===== config.mk =====
export PLATFORM = sky130hd
export DESIGN_NAME = display_scan_ctrl
export DESIGN_NICKNAME = d
export VERILOG_FILES = /design/src/rtl/disp_pkg.sv /design/src/rtl/slot_timer.sv /design/src/rtl/display_scan_ctrl.sv
export SDC_FILE = /design/constraint.sdc
export NUM_CORES = 1
export LEC_CHECK = 0
export CELL_PAD_IN_SITES_DETAIL_PLACEMENT = 0
export CELL_PAD_IN_SITES_GLOBAL_PLACEMENT = 1
export CORE_UTILIZATION = 30
export DETAILED_ROUTE_END_ITERATION = 10
export PLACE_DENSITY = 0.65
export SYNTH_ARGS = -nofsm -noshare
export SYNTH_HDL_FRONTEND = slang
export SYNTH_SLANG_ARGS = --single-unit
export TNS_END_PERCENT = 1

===== constraint.sdc =====
create_clock -name clk -period 3.8 [get_ports clk]
set_input_delay 0.76 -clock clk [delete_from_list [all_inputs] [get_ports clk]]
set_output_delay 0.76 -clock clk [all_outputs]
set_load 0.1 [all_outputs]

===== src/rtl/disp_pkg.sv =====
// Shared types and constants for the display scan controller.
package disp_pkg;

    typedef enum logic [1:0] {
        IDLE,
        GUARD,
        SHOW
    } scan_state_t;

    typedef logic [3:0] nibble_t;

    // Level that switches one anode off (anodes are active-low).
    localparam logic ANODE_OFF = 1'b1;

endpackage


===== src/rtl/slot_timer.sv =====
// Per-digit slot counter: counts 0..REFRESH_DIV-1 and flags the end of
// the guard interval and the end of the slot.
module slot_timer #(
    parameter int REFRESH_DIV = 27000,
    parameter int GUARD_CYC   = 2,
    parameter int CNT_W       = $clog2(REFRESH_DIV)
) (
    input  logic clk,
    input  logic rst,
    input  logic clr_i,
    output logic guard_done_o,
    output logic slot_done_o
);

    logic [CNT_W-1:0] cnt_q;
    logic [CNT_W-1:0] cnt_d;

    assign guard_done_o = (cnt_q == CNT_W'(GUARD_CYC - 1));
    assign slot_done_o  = (cnt_q == CNT_W'(REFRESH_DIV - 1));

    always_comb begin
        cnt_d = cnt_q + CNT_W'(1);
        if (clr_i || slot_done_o) begin
            cnt_d = '0;
        end
    end

    always_ff @(posedge clk) begin
        if (rst) begin
            cnt_q <= '0;
        end else begin
            cnt_q <= cnt_d;
        end
    end

endmodule


===== src/rtl/display_scan_ctrl.sv =====
// Sequenced 7-segment digit scan with per-slot ghosting guard and a
// tear-free load handshake that only swaps displayed data at frame wrap.
module display_scan_ctrl
    import disp_pkg::*;
#(
    parameter int N_DIGITS    = 4,
    parameter int REFRESH_DIV = 27000,
    parameter int GUARD_CYC   = 2,
    parameter int IDX_W       = $clog2(N_DIGITS)
) (
    input  logic                  clk,
    input  logic                  rst,
    input  logic                  en_i,
    input  logic                  load_req_i,
    input  logic [4*N_DIGITS-1:0] digits_i,
    input  logic [N_DIGITS-1:0]   blank_i,
    output logic                  load_ack_o,
    output logic [3:0]            nibble_o,
    output logic [N_DIGITS-1:0]   anode_o,
    output logic [IDX_W-1:0]      digit_idx_o,
    output logic                  frame_done_o
);

    localparam int                 CNT_W    = $clog2(REFRESH_DIV);
    localparam logic [IDX_W-1:0]   LAST_IDX = IDX_W'(N_DIGITS - 1);
    localparam logic [N_DIGITS-1:0] ALL_OFF = {N_DIGITS{ANODE_OFF}};

    scan_state_t                    state_q, state_d;
    logic [IDX_W-1:0]               idx_q, idx_d;
    logic [N_DIGITS-1:0][3:0]       shadow_dig_q, shadow_dig_d;
    logic [N_DIGITS-1:0]            shadow_blank_q, shadow_blank_d;
    logic [N_DIGITS-1:0][3:0]       stage_dig_q, stage_dig_d;
    logic [N_DIGITS-1:0]            stage_blank_q, stage_blank_d;
    logic                           pending_q, pending_d;
    logic                           ack_q, ack_d;
    logic                           frame_done_q, frame_done_d;
    logic [N_DIGITS-1:0]            anode_q, anode_d;
    nibble_t                        nibble_q, nibble_d;

    logic guard_done;
    logic slot_done;
    logic timer_clr;
    logic wrap;
    logic new_req;
    logic have_req;
    logic do_copy;

    // The slot counter only runs while actively scanning.
    assign timer_clr = (state_q == IDLE) || !en_i;

    slot_timer #(
        .REFRESH_DIV (REFRESH_DIV),
        .GUARD_CYC   (GUARD_CYC),
        .CNT_W       (CNT_W)
    ) u_slot_timer (
        .clk          (clk),
        .rst          (rst),
        .clr_i        (timer_clr),
        .guard_done_o (guard_done),
        .slot_done_o  (slot_done)
    );

    always_comb begin
        state_d = state_q;
        idx_d   = idx_q;
        wrap    = 1'b0;

        case (state_q)
            IDLE: begin
                if (en_i) begin
                    state_d = GUARD;
                    idx_d   = '0;
                end
            end
            GUARD: begin
                if (guard_done) begin
                    state_d = SHOW;
                end
            end
            SHOW: begin
                if (slot_done) begin
                    state_d = GUARD;
                    if (idx_q == LAST_IDX) begin
                        idx_d = '0;
                        wrap  = 1'b1;
                    end else begin
                        idx_d = idx_q + IDX_W'(1);
                    end
                end
            end
            default: begin
                state_d = IDLE;
                idx_d   = '0;
            end
        endcase

        if (state_q != IDLE && !en_i) begin
            state_d = IDLE;
            idx_d   = '0;
            wrap    = 1'b0;
        end

        // The ack cycle itself must not re-trigger; a request still high
        // after that is a fresh one.
        new_req       = load_req_i && !pending_q && !ack_q;
        stage_dig_d   = new_req ? digits_i : stage_dig_q;
        stage_blank_d = new_req ? blank_i  : stage_blank_q;
        have_req      = pending_q || new_req;
        do_copy       = have_req && ((state_q == IDLE) || wrap);

        shadow_dig_d   = do_copy ? stage_dig_d   : shadow_dig_q;
        shadow_blank_d = do_copy ? stage_blank_d : shadow_blank_q;
        pending_d      = have_req && !do_copy;
        ack_d          = do_copy;
        frame_done_d   = wrap;

        // Outputs are derived from next-state so fresh data shows on wrap.
        nibble_d = shadow_dig_d[idx_d];
        anode_d  = ALL_OFF;
        if (state_d == SHOW && !shadow_blank_d[idx_d]) begin
            anode_d[idx_d] = ~ANODE_OFF;
        end
    end

    always_ff @(posedge clk) begin
        if (rst) begin
            state_q        <= IDLE;
            idx_q          <= '0;
            shadow_dig_q   <= '0;
            shadow_blank_q <= '1;
            stage_dig_q    <= '0;
            stage_blank_q  <= '1;
            pending_q      <= 1'b0;
            ack_q          <= 1'b0;
            frame_done_q   <= 1'b0;
            anode_q        <= ALL_OFF;
            nibble_q       <= '0;
        end else begin
            state_q        <= state_d;
            idx_q          <= idx_d;
            shadow_dig_q   <= shadow_dig_d;
            shadow_blank_q <= shadow_blank_d;
            stage_dig_q    <= stage_dig_d;
            stage_blank_q  <= stage_blank_d;
            pending_q      <= pending_d;
            ack_q          <= ack_d;
            frame_done_q   <= frame_done_d;
            anode_q        <= anode_d;
            nibble_q       <= nibble_d;
        end
    end

    assign load_ack_o   = ack_q;
    assign nibble_o     = nibble_q;
    assign anode_o      = anode_q;
    assign digit_idx_o  = idx_q;
    assign frame_done_o = frame_done_q;

endmodule

==> results of run 1 <==
-- state kept, by name, indices dropped and copies added (netlist names) --
register,count
pending_q,1
shadow_blank_q,4
anode_o,4
u_slot_timer.cnt_q,15
load_ack_o,1
stage_dig_q,16
digit_idx_o,2
frame_done_o,1
stage_blank_q,4
state_q,2
shadow_dig_q,16
nibble_o,4
-- layout make-up --
type                            instances  area (um2)  share of cell area [%]
Clock buffer                            9         124                    3.39
Sequential cell                        70        1400                    38.3
Inverter                               13        48.8                    1.33
Clock inverter                          7        63.8                    1.75
Tap cell                              133         166                    4.55
Multi-Input combinational cell        225        1460                    39.8
Timing Repair Buffer                   41         395                    10.8
-- synth_stat cells, types with 3 or more instances --
library cell  number
a21oi_1            8
and2_1             6
clkbuf_1          11
dfxtp_1           70
ha_1               3
inv_1             13
mux2_2            10
mux2i_1           27
nand2_1           24
nand2b_1           7
nand3_1           18
nand4_1            4
nor2_1            50
nor3_1             4
o2111ai_1          4
o21ai_0           18
or3_1              4
xor2_1             7
-- logic make-up after synthesis --
group | after synthesis
simple gates | 137
flops | 70
compound gates | 38
mux | 37
buf+inv | 29
xor+xnor | 9
fa+ha+maj | 4
-- path summary, 6_finish.rpt --
| check | cells after the start | from | slack [ns] | endpoint |
|---|---|---|---|---|
| max | 8 | u_slot_timer.cnt_q[0]$_SDFF_PP0_ | 0.93 | nibble_o[3]$_SDFF_PP0_ |
| min | 2 | shadow_blank_q[2]$_SDFF_PP1_ | 0.48 | shadow_blank_q[2]$_SDFF_PP1_ |
| max reg2reg | 8 | u_slot_timer.cnt_q[0]$_SDFF_PP0_ | 0.93 | nibble_o[3]$_SDFF_PP0_ |
| min reg2reg | 2 | shadow_blank_q[2]$_SDFF_PP1_ | 0.48 | shadow_blank_q[2]$_SDFF_PP1_ |
-- layer usage --
layer | GRT usage (%) | vias up
met3 | 3.66 | 8
met5 | 0 | -
met4 | 5.69 | 0
met2 | 17.9 | 39
met1 | 19.7 | 1047
li1 | - | 1187
-- metrics by stage --
stage                     std cells  util [%]  area [um2]  total power [uW]  hold WS, ns
final                           498      37.6        3660              1550        0.485
after global routing            498      37.6        3660              1630        0.514
after CTS                       498      37.6        3660              1580        0.491
after detailed placement        482      35.6        3470               996        0.467
after global placement          482      35.6        3470               995        0.459
after floorplan                 324         -        2990               935        0.437
-- critical path: cells and delay by family, from the launching register on --
family | cells | cell delay, ns
compound gates | 3 | 0.90
simple gates | 3 | 0.84
flops | 1 | 0.41
mux | 1 | 0.40
fa+ha+maj | 1 | 0.27
-- where the power goes --
part	internal [uW]	switching, uW	leakage, uW	total, uW
clock network	251	320	0.0000903	571
logic	83.2	114	0.000644	197
registers	769	11.3	0.000572	780
total	1100	445	0.00131	1550
==> run_summary.xml, run 1 <==
<?xml version="1.0" encoding="UTF-8"?>
<metrics>
  <group name="setup_path">
    <metric name="crit_chain" unit="">ha_1 -&gt; nand4_1 -&gt; nor4_4 -&gt; mux2i_1 -&gt; o21ai_4 -&gt; o21ai_0 -&gt; o2111ai_1 -&gt; nand3_1</metric>
    <metric name="path_max_fanout" unit="">8</metric>
    <metric name="crit_required" unit="ns">4.10</metric>
    <metric name="crit_path_top_delay_cell" unit="">nor4_4</metric>
    <metric name="max_stage_delay" unit="ns">0.54</metric>
    <metric name="crit_arrival" unit="ns">3.17</metric>
    <metric name="endpoint_kind" unit="">register</metric>
    <metric name="path_class" unit="">register to register</metric>
    <metric name="critical_path.startpoint_type" unit="">register</metric>
  </group>
  <group name="timing">
    <metric name="report.final.hold_viol_count" unit="">0</metric>
    <metric name="tightestPinTransition" unit="ns">0.981</metric>
    <metric name="unrepaired_setup_endpoints_after_global_routing" unit="">false</metric>
    <metric name="layout_worst_path_cycle_share" unit="%">75.6</metric>
    <metric name="fmax" unit="MHz">348</metric>
    <metric name="setup_viol_count_final" unit="">0</metric>
    <metric name="min_tclk_post_route" unit="ns">2.87</metric>
    <metric name="fin_worst_setup_slack" unit="ns">0.927</metric>
    <metric name="timing_max_transition_violations_final" unit="">0</metric>
    <metric name="timing.clock.skew" unit="ns">0.0125</metric>
    <metric name="setup_tns" unit="ns">0</metric>
    <metric name="max_slew_headroom" unit="%">34.4</metric>
  </group>
  <group name="synthesis">
    <metric name="post_synth_and_or_nand_nor_area_fraction" unit="%">23.6</metric>
    <metric name="yosys-mux-area-fraction" unit="%">12.8</metric>
    <metric name="postSynth.topFlopCell" unit="">dfxtp_1</metric>
    <metric name="synth_cells" unit="">324</metric>
    <metric name="synth_top_cell_area_share" unit="%">46.9</metric>
    <metric name="seq_area_frac_synth" unit="%">46.9</metric>
    <metric name="synthXorXnorAreaFrac" unit="%">2.64</metric>
    <metric name="syn-cell-area" unit="um2">2990</metric>
    <metric name="postSynth.asyncResetShare" unit="%">0</metric>
    <metric name="synth_fa_ha_area_share" unit="%">1.59</metric>
    <metric name="dominant_combinational_cell_family_by_area_after_synthesis" unit="">simple AND/OR/NAND/NOR gates</metric>
    <metric name="count_of_distinct_cell_types_in_the_synthesized_netlist" unit="">45</metric>
    <metric name="synth_area_leader_cell" unit="">dfxtp_1</metric>
    <metric name="ys_seq_elements" unit="">70</metric>
    <metric name="compound_cell_area_share_of_the_yosys_netlist" unit="%">8.00</metric>
    <metric name="synth.area.top_cells" unit="">dfxtp_1, mux2i_1, nor2_1</metric>
    <metric name="yosysWarnings" unit="">0</metric>
    <metric name="synthesis.area_per_instance" unit="um2">9.22</metric>
    <metric name="mappedNetlistNets" unit="">351</metric>
    <metric name="synth_edf_count" unit="">0</metric>
  </group>
  <group name="clock_tree">
    <metric name="cts.htree.levels" unit="">3</metric>
    <metric name="root_buffer" unit="">clkbuf_8</metric>
    <metric name="clock_tree_from_tritoncts" unit="">built</metric>
    <metric name="clockBufferDepth" unit="">2</metric>
    <metric name="postCtsHoldBufs" unit="">0</metric>
    <metric name="cts-buffers-inserted" unit="">9</metric>
    <metric name="cts_sinks" unit="">70</metric>
    <metric name="cts-resized-gates" unit="">0</metric>
    <metric name="postCtsSetupRepairBufs" unit="">0</metric>
    <metric name="clk-insertion-delay-late" unit="ns">0.35</metric>
    <metric name="clk_transition_reported_paths" unit="ns">0.09</metric>
  </group>
  <group name="floorplan">
    <metric name="placement_rows" unit="">36</metric>
    <metric name="dieHeight" unit="um">102</metric>
    <metric name="core_outline_area" unit="um2">9730</metric>
    <metric name="count_of_pins_on_the_block_boundary" unit="">36</metric>
    <metric name="initial_utilization" unit="%">30.7</metric>
    <metric name="die-area" unit="um2">10400</metric>
    <metric name="horizontal_die_dimension" unit="um">102</metric>
  </group>
  <group name="pwr">
    <metric name="ir_worst_vdd" unit="mV">0.169</metric>
    <metric name="p_leak" unit="uW">0.00131</metric>
    <metric name="cell_area_power_density" unit="nW/um2">423</metric>
  </group>
  <group name="drt">
    <metric name="via_per_inst" unit="">4.58</metric>
    <metric name="drt_first_pass_iters" unit="">4</metric>
    <metric name="detailroute.wirelength.met3" unit="um">267</metric>
    <metric name="route.detailed.wl_per_inst" unit="um">12.9</metric>
    <metric name="dr_iter_0_viols" unit="">66</metric>
    <metric name="ant_nets" unit="">0</metric>
    <metric name="wl_met1" unit="um">3500</metric>
    <metric name="met2_wirelength" unit="um">2580</metric>
    <metric name="total_number_of_vias" unit="">2281</metric>
    <metric name="route.final.wire_length" unit="um">6430</metric>
    <metric name="top_routing_layer_in_use" unit="">met4</metric>
    <metric name="drc_errors" unit="">0</metric>
  </group>
  <group name="run_status">
    <metric name="run_status" unit="">finished, final reports clean</metric>
  </group>
  <group name="placement">
    <metric name="buffer_ports.inserted" unit="">35</metric>
    <metric name="routability_congestion" unit="">0.760</metric>
    <metric name="detailed_place_hpwl" unit="um">4490</metric>
    <metric name="pre_cts_slack" unit="ns">0.642</metric>
  </group>
  <group name="finish">
    <metric name="num-fill-cells" unit="">1030</metric>
    <metric name="nNetsFinal" unit="">387</metric>
    <metric name="area_growth" unit="%">22.4</metric>
    <metric name="insertedDiodeCount" unit="">0</metric>
    <metric name="layout_common_cells" unit="">dfxtp_1, nor2_1, clkdlybuf4s50_1</metric>
    <metric name="share_of_final_layout_standard_cells_stronger_than_drive_strength_1" unit="%">12.6</metric>
    <metric name="layout_commonest_cell" unit="">dfxtp_1</metric>
  </group>
  <group name="grt">
    <metric name="global_route.usage.total" unit="%">13.4</metric>
    <metric name="first_global_vias" unit="">2039</metric>
    <metric name="antenna_found_initial" unit="">0</metric>
    <metric name="grt_overflow" unit="">0</metric>
    <metric name="grt_pass1_wl" unit="um">10400</metric>
    <metric name="grt_start_max_net_pins" unit="">33</metric>
  </group>
  <group name="job">
    <metric name="timing.max_cap.violations" unit="">0</metric>
  </group>
  <group name="hold_path">
    <metric name="min_delay_path_class" unit="">register to register</metric>
  </group>
</metrics>
(Power assumes the default switching activity.)
==> inputs of run 2 (changes only) <==
Clock period 3.8 ns to 3 ns, I/O delays scaled along.
==> run 2 against run 1 <==
Highest routed layer unchanged. Total power is 26% higher. Non-clock buffer count is 3 higher. Register-to-register slack worse by 0.56 ns. Combinational power is 26% higher. Critical path type unchanged.
==> run_summary.xml, run 2 (synthesis results as in run 1) <==
<?xml version="1.0" encoding="UTF-8"?>
<metrics>
  <group name="job">
    <metric name="timing.max_cap.violations" unit="">0</metric>
  </group>
  <group name="drt">
    <metric name="drt_first_pass_iters" unit="">4</metric>
    <metric name="ant_nets" unit="">0</metric>
    <metric name="drc_errors" unit="">0</metric>
    <metric name="detailroute.wirelength.met3" unit="um">264</metric>
    <metric name="dr_iter_0_viols" unit="">81</metric>
    <metric name="route.detailed.wl_per_inst" unit="um">12.7</metric>
    <metric name="via_per_inst" unit="">4.53</metric>
    <metric name="total_number_of_vias" unit="">2271</metric>
    <metric name="route.final.wire_length" unit="um">6370</metric>
    <metric name="wl_met1" unit="um">3380</metric>
    <metric name="met2_wirelength" unit="um">2590</metric>
    <metric name="top_routing_layer_in_use" unit="">met4</metric>
  </group>
  <group name="pwr">
    <metric name="ir_worst_vdd" unit="mV">0.169</metric>
    <metric name="cell_area_power_density" unit="nW/um2">534</metric>
    <metric name="power_frac_comb" unit="%">12.7</metric>
    <metric name="power_switching" unit="uW">539</metric>
    <metric name="switching_power_share_of_the_total" unit="%">27.7</metric>
    <metric name="post-layout-total-power" unit="uW">1940</metric>
    <metric name="power.sequential.fraction" unit="%">50.9</metric>
    <metric name="pwr-share-clk" unit="%">36.4</metric>
    <metric name="p_int" unit="uW">1410</metric>
    <metric name="p_leak" unit="uW">0.00134</metric>
  </group>
  <group name="clock_tree">
    <metric name="cts.htree.levels" unit="">3</metric>
    <metric name="clock_tree_from_tritoncts" unit="">built</metric>
    <metric name="cts-buffers-inserted" unit="">9</metric>
    <metric name="clk_transition_reported_paths" unit="ns">0.08</metric>
    <metric name="clk-insertion-delay-late" unit="ns">0.35</metric>
    <metric name="cts-resized-gates" unit="">0</metric>
    <metric name="postCtsSetupRepairBufs" unit="">0</metric>
    <metric name="postCtsHoldBufs" unit="">0</metric>
    <metric name="clockBufferDepth" unit="">2</metric>
    <metric name="root_buffer" unit="">clkbuf_8</metric>
    <metric name="cts_sinks" unit="">70</metric>
  </group>
  <group name="finish">
    <metric name="insertedDiodeCount" unit="">0</metric>
    <metric name="share_of_final_layout_standard_cells_stronger_than_drive_strength_1" unit="%">16.6</metric>
    <metric name="layout_commonest_cell" unit="">dfxtp_1</metric>
    <metric name="area_growth" unit="%">21.9</metric>
    <metric name="layout_common_cells" unit="">dfxtp_1, nor2_1, mux2i_1</metric>
    <metric name="nNetsFinal" unit="">390</metric>
    <metric name="top_regs" unit="">shadow_dig_q (16), stage_dig_q (16), u_slot_timer.cnt_q (15)</metric>
    <metric name="instances_no_fill" unit="">501</metric>
  </group>
  <group name="grt">
    <metric name="grt_pass1_wl" unit="um">10200</metric>
    <metric name="grt_overflow" unit="">0</metric>
    <metric name="grt_start_max_net_pins" unit="">33</metric>
    <metric name="antenna_found_initial" unit="">0</metric>
    <metric name="global_route.usage.total" unit="%">13.3</metric>
    <metric name="first_global_vias" unit="">1973</metric>
  </group>
  <group name="placement">
    <metric name="dp.cells" unit="">485</metric>
    <metric name="routability_congestion" unit="">0.816</metric>
    <metric name="detailed_place_hpwl" unit="um">4480</metric>
    <metric name="buffer_ports.inserted" unit="">35</metric>
  </group>
  <group name="floorplan">
    <metric name="dieHeight" unit="um">102</metric>
    <metric name="core_outline_area" unit="um2">9730</metric>
    <metric name="horizontal_die_dimension" unit="um">102</metric>
    <metric name="initial_utilization" unit="%">30.7</metric>
    <metric name="count_of_pins_on_the_block_boundary" unit="">36</metric>
    <metric name="die-area" unit="um2">10400</metric>
    <metric name="placement_rows" unit="">36</metric>
  </group>
  <group name="setup_path">
    <metric name="critical_path.startpoint_type" unit="">register</metric>
    <metric name="path_class" unit="">register to register</metric>
    <metric name="endpoint_kind" unit="">register</metric>
    <metric name="crit_required" unit="ns">3.28</metric>
    <metric name="path_max_fanout" unit="">8</metric>
    <metric name="crit_arrival" unit="ns">2.92</metric>
  </group>
  <group name="timing">
    <metric name="tightestPinTransition" unit="ns">0.661</metric>
    <metric name="min_tclk_post_route" unit="ns">2.63</metric>
    <metric name="timing.clock.skew" unit="ns">0.0129</metric>
    <metric name="timing_max_transition_violations_final" unit="">0</metric>
    <metric name="layout_worst_path_cycle_share" unit="%">87.8</metric>
    <metric name="unrepaired_setup_endpoints_after_global_routing" unit="">false</metric>
    <metric name="max_slew_headroom" unit="%">55.6</metric>
    <metric name="fin_worst_hold_slack" unit="ns">0.478</metric>
    <metric name="report.final.hold_viol_count" unit="">0</metric>
    <metric name="setup_viol_count_final" unit="">0</metric>
    <metric name="fmax" unit="MHz">380</metric>
    <metric name="setup_tns" unit="ns">0</metric>
  </group>
  <group name="hold_path">
    <metric name="min_delay_path_class" unit="">register to register</metric>
  </group>
  <group name="run_status">
    <metric name="run_status" unit="">finished, final reports clean</metric>
  </group>
</metrics>
run 2: area by class of cell:
type / count / area [um2]
clock buffers: 10 / 138
clock inverters: 6 / 43.8
fillers: 1022 / 6090
inverters: 13 / 48.8
multi-input cells: 225 / 1460
flip-flops and latches: 70 / 1400
well taps: 133 / 166
repair buffers: 44 / 388
run 2: worst paths after layout:
path / start / to / slack (ns) / depth (start not counted)
hold / removal: shadow_blank_q[3]$_SDFF_PP1_ / shadow_blank_q[3]$_SDFF_PP1_ / 0.48 / 2
setup reg to reg: u_slot_timer.cnt_q[0]$_SDFF_PP0_ / anode_o[3]$_SDFF_PP1_ / 0.37 / 9
hold reg to reg: shadow_blank_q[3]$_SDFF_PP1_ / shadow_blank_q[3]$_SDFF_PP1_ / 0.48 / 2
setup / recovery: u_slot_timer.cnt_q[0]$_SDFF_PP0_ / anode_o[3]$_SDFF_PP1_ / 0.37 / 9
run 2: metrics by stage:
step | utilization [%] | instance area, um2 | setup WS (ns)
6_report | 37.4 | 3640 | 0.366
3_3_place_gp | 35.6 | 3460 | 0.188
2_1_floorplan | - | 2990 | 0.130
5_1_grt | 37.4 | 3640 | 0.122
4_1_cts | 37.4 | 3640 | 0.328
3_5_place_dp | 35.6 | 3460 | 0.131
run 2: per-layer routing:
metal	track usage, %	vias to the layer above
li1	-	1192
met1	19.7	1031
met2	17.7	36
met3	2.90	12
met4	6.69	0
met5	0	-
run 2: worst max-delay path, stage by stage, from the launching register on:
cell,delay [ns]
dfxtp_1,0.40
ha_1,0.27
nand4_1,0.16
nor4_4,0.43
buf_4,0.20
and4_2,0.21
a21oi_1,0.04
o21ai_1,0.53
a221oi_2,0.20
nand3_1,0.12
run 2: power by group through the flow:
stage	combinational [uW]	sequential, uW	clock, uW
2_1_floorplan	135	1050	0
3_3_place_gp	249	1010	0
3_5_place_dp	250	1010	0
4_1_cts	251	989	730
5_1_grt	272	994	778
6_report	248	989	708
==> inputs of run 3 (changes only) <==
Clock period 3 ns to 2.97 ns, I/O delays scaled along.
==> run 3 against run 2 <==
Fmax shrank 1.8%. Combinational power barely moved. Global-route usage hardly changed. Cell count unchanged. Wire length is 0.16% higher.
==> run_summary.xml, run 3 (synthesis results as in run 1) <==
<?xml version="1.0" encoding="UTF-8"?>
<metrics>
  <group name="timing">
    <metric name="tightestPinTransition" unit="ns">0.696</metric>
    <metric name="max_slew_headroom" unit="%">53.3</metric>
    <metric name="timing_max_transition_violations_final" unit="">0</metric>
    <metric name="fin_worst_hold_slack" unit="ns">0.473</metric>
    <metric name="timing.clock.skew" unit="ns">0.0118</metric>
    <metric name="min_tclk_post_route" unit="ns">2.68</metric>
    <metric name="unrepaired_setup_endpoints_after_global_routing" unit="">false</metric>
    <metric name="report.final.hold_viol_count" unit="">0</metric>
    <metric name="layout_worst_path_cycle_share" unit="%">90.3</metric>
    <metric name="setup_viol_count_final" unit="">0</metric>
    <metric name="fmax" unit="MHz">373</metric>
    <metric name="setup_tns" unit="ns">0</metric>
  </group>
  <group name="hold_path">
    <metric name="min-delay-start" unit="">shadow_blank_q[3]$_SDFF_PP1_</metric>
    <metric name="min_delay_path_class" unit="">register to register</metric>
    <metric name="hold_depth" unit="">2</metric>
  </group>
  <group name="drt">
    <metric name="total_number_of_vias" unit="">2316</metric>
    <metric name="drc_errors" unit="">0</metric>
    <metric name="wl_met1" unit="um">3350</metric>
    <metric name="route.detailed.wl_per_inst" unit="um">12.7</metric>
    <metric name="ant_nets" unit="">0</metric>
    <metric name="drt_first_pass_iters" unit="">4</metric>
    <metric name="top_routing_layer_in_use" unit="">met4</metric>
    <metric name="route.final.wire_length" unit="um">6380</metric>
    <metric name="dr_iter_0_viols" unit="">95</metric>
    <metric name="met2_wirelength" unit="um">2650</metric>
    <metric name="via_per_inst" unit="">4.62</metric>
    <metric name="detailroute.wirelength.met3" unit="um">287</metric>
  </group>
  <group name="setup_path">
    <metric name="endpoint_kind" unit="">register</metric>
    <metric name="critical_path.startpoint_type" unit="">register</metric>
    <metric name="cp-startpoint" unit="">u_slot_timer.cnt_q[0]$_SDFF_PP0_</metric>
    <metric name="crit_arrival" unit="ns">2.96</metric>
    <metric name="crit_required" unit="ns">3.25</metric>
    <metric name="r2r_start" unit="">u_slot_timer.cnt_q[0]$_SDFF_PP0_</metric>
    <metric name="r2r_slack" unit="ns">0.29</metric>
    <metric name="crit_path_end" unit="">anode_o[3]$_SDFF_PP1_</metric>
    <metric name="r2r_end" unit="">anode_o[3]$_SDFF_PP1_</metric>
    <metric name="worst-r2r-cell-count" unit="">9</metric>
    <metric name="path_max_fanout" unit="">8</metric>
    <metric name="path_class" unit="">register to register</metric>
  </group>
  <group name="floorplan">
    <metric name="dieHeight" unit="um">102</metric>
    <metric name="placement_rows" unit="">36</metric>
    <metric name="horizontal_die_dimension" unit="um">102</metric>
    <metric name="count_of_pins_on_the_block_boundary" unit="">36</metric>
    <metric name="die-area" unit="um2">10400</metric>
    <metric name="initial_utilization" unit="%">30.7</metric>
    <metric name="core_outline_area" unit="um2">9730</metric>
  </group>
  <group name="finish">
    <metric name="top_regs" unit="">shadow_dig_q (16), stage_dig_q (16), u_slot_timer.cnt_q (15)</metric>
    <metric name="layout_common_cells" unit="">dfxtp_1, nor2_1, mux2i_1</metric>
    <metric name="share_of_final_layout_standard_cells_stronger_than_drive_strength_1" unit="%">16.6</metric>
    <metric name="insertedDiodeCount" unit="">0</metric>
    <metric name="nNetsFinal" unit="">390</metric>
    <metric name="postLayoutCellArea" unit="um2">3670</metric>
    <metric name="layout_commonest_cell" unit="">dfxtp_1</metric>
    <metric name="area_growth" unit="%">22.7</metric>
    <metric name="postLayoutCoreUtil" unit="%">37.7</metric>
  </group>
  <group name="clock_tree">
    <metric name="clk-insertion-delay-late" unit="ns">0.35</metric>
    <metric name="clockBufferDepth" unit="">2</metric>
    <metric name="cts.htree.levels" unit="">3</metric>
    <metric name="clk_transition_reported_paths" unit="ns">0.08</metric>
    <metric name="cts-buffers-inserted" unit="">9</metric>
    <metric name="postCtsSetupRepairBufs" unit="">0</metric>
    <metric name="cts-resized-gates" unit="">0</metric>
    <metric name="root_buffer" unit="">clkbuf_8</metric>
    <metric name="cts_sinks" unit="">70</metric>
    <metric name="postCtsHoldBufs" unit="">0</metric>
    <metric name="clock_tree_from_tritoncts" unit="">built</metric>
  </group>
  <group name="grt">
    <metric name="grt_overflow" unit="">0</metric>
    <metric name="first_global_vias" unit="">2044</metric>
    <metric name="grt_start_max_net_pins" unit="">33</metric>
    <metric name="antenna_found_initial" unit="">0</metric>
    <metric name="grt_pass1_wl" unit="um">10200</metric>
    <metric name="global_route.usage.total" unit="%">13.3</metric>
  </group>
  <group name="pwr">
    <metric name="p_leak" unit="uW">0.00134</metric>
    <metric name="power.sequential.fraction" unit="%">48.7</metric>
    <metric name="power_switching" unit="uW">545</metric>
    <metric name="cell_area_power_density" unit="nW/um2">559</metric>
    <metric name="switching_power_share_of_the_total" unit="%">26.6</metric>
    <metric name="p_int" unit="uW">1500</metric>
    <metric name="pwr-share-clk" unit="%">39.0</metric>
    <metric name="power_frac_comb" unit="%">12.2</metric>
    <metric name="ir_worst_vdd" unit="mV">0.189</metric>
  </group>
  <group name="job">
    <metric name="timing.max_cap.violations" unit="">0</metric>
  </group>
  <group name="run_status">
    <metric name="run_status" unit="">finished, final reports clean</metric>
  </group>
  <group name="placement">
    <metric name="routability_congestion" unit="">0.816</metric>
    <metric name="total_placed_instance_area" unit="um2">3460</metric>
    <metric name="detailed_place_hpwl" unit="um">4520</metric>
    <metric name="buffer_ports.inserted" unit="">35</metric>
  </group>
</metrics>
-- run 3: changes by cell type in the layout (fill, tap and decap cells not counted) --
cell        before  now
clkinv_2         2    1
bufinv_16        0    1
clkinv_4         1    0
clkinvlp_4       1    2
-- run 3: final cells by class --
class | count | area, um2
multi-input cells | 225 | 1460
repair buffers | 44 | 388
flip-flops and latches | 70 | 1400
fillers | 1005 | 6060
clock inverters | 6 | 67.6
clock buffers | 10 | 138
well taps | 133 | 166
inverters | 13 | 48.8
-- run 3: critical path: stages, from the launching register on --
cell and delay [ns]:
dfxtp_1 0.41, ha_1 0.27, nand4_1 0.15, nor4_4 0.44, buf_4 0.21, and4_2 0.22, a21oi_1 0.04, o21ai_1 0.56
a221oi_2 0.20, nand3_1 0.12
-- run 3: per-stage QoR --
step	worst slack, ns	std cells	power [uW]
2_1_floorplan	0.100	324	1200
3_3_place_gp	0.164	485	1270
3_5_place_dp	0.118	485	1270
4_1_cts	0.265	501	2080
5_1_grt	0.0275	501	2150
6_report	0.289	501	2050
-- run 3: how the worst min path moves through the flow --
stage	end	slack, ns
3_3_place_gp	shadow_blank_q[2]$_SDFF_PP1_	0.45
4_1_cts	shadow_blank_q[3]$_SDFF_PP1_	0.48
2_1_floorplan	shadow_blank_q[2]$_SDFF_PP1_	0.44
5_1_grt	stage_blank_q[0]$_SDFF_PP1_	0.49
3_5_place_dp	shadow_blank_q[3]$_SDFF_PP1_	0.46
6_report	shadow_blank_q[3]$_SDFF_PP1_	0.47
-- run 3: power groups by stage --
stage | logic (uW) | registers, uW | clock network (uW)
2_1_floorplan | 136 | 1060 | 0
3_3_place_gp | 252 | 1020 | 0
3_5_place_dp | 253 | 1020 | 0
4_1_cts | 254 | 999 | 827
5_1_grt | 274 | 1000 | 867
6_report | 250 | 999 | 800
-- run 3: routing by layer --
layer  global-route usage (%)  vias up
li1                         -     1189
met1                     19.4     1078
met2                     17.9       41
met3                     3.31        8
met4                     6.35        0
met5                        0        -
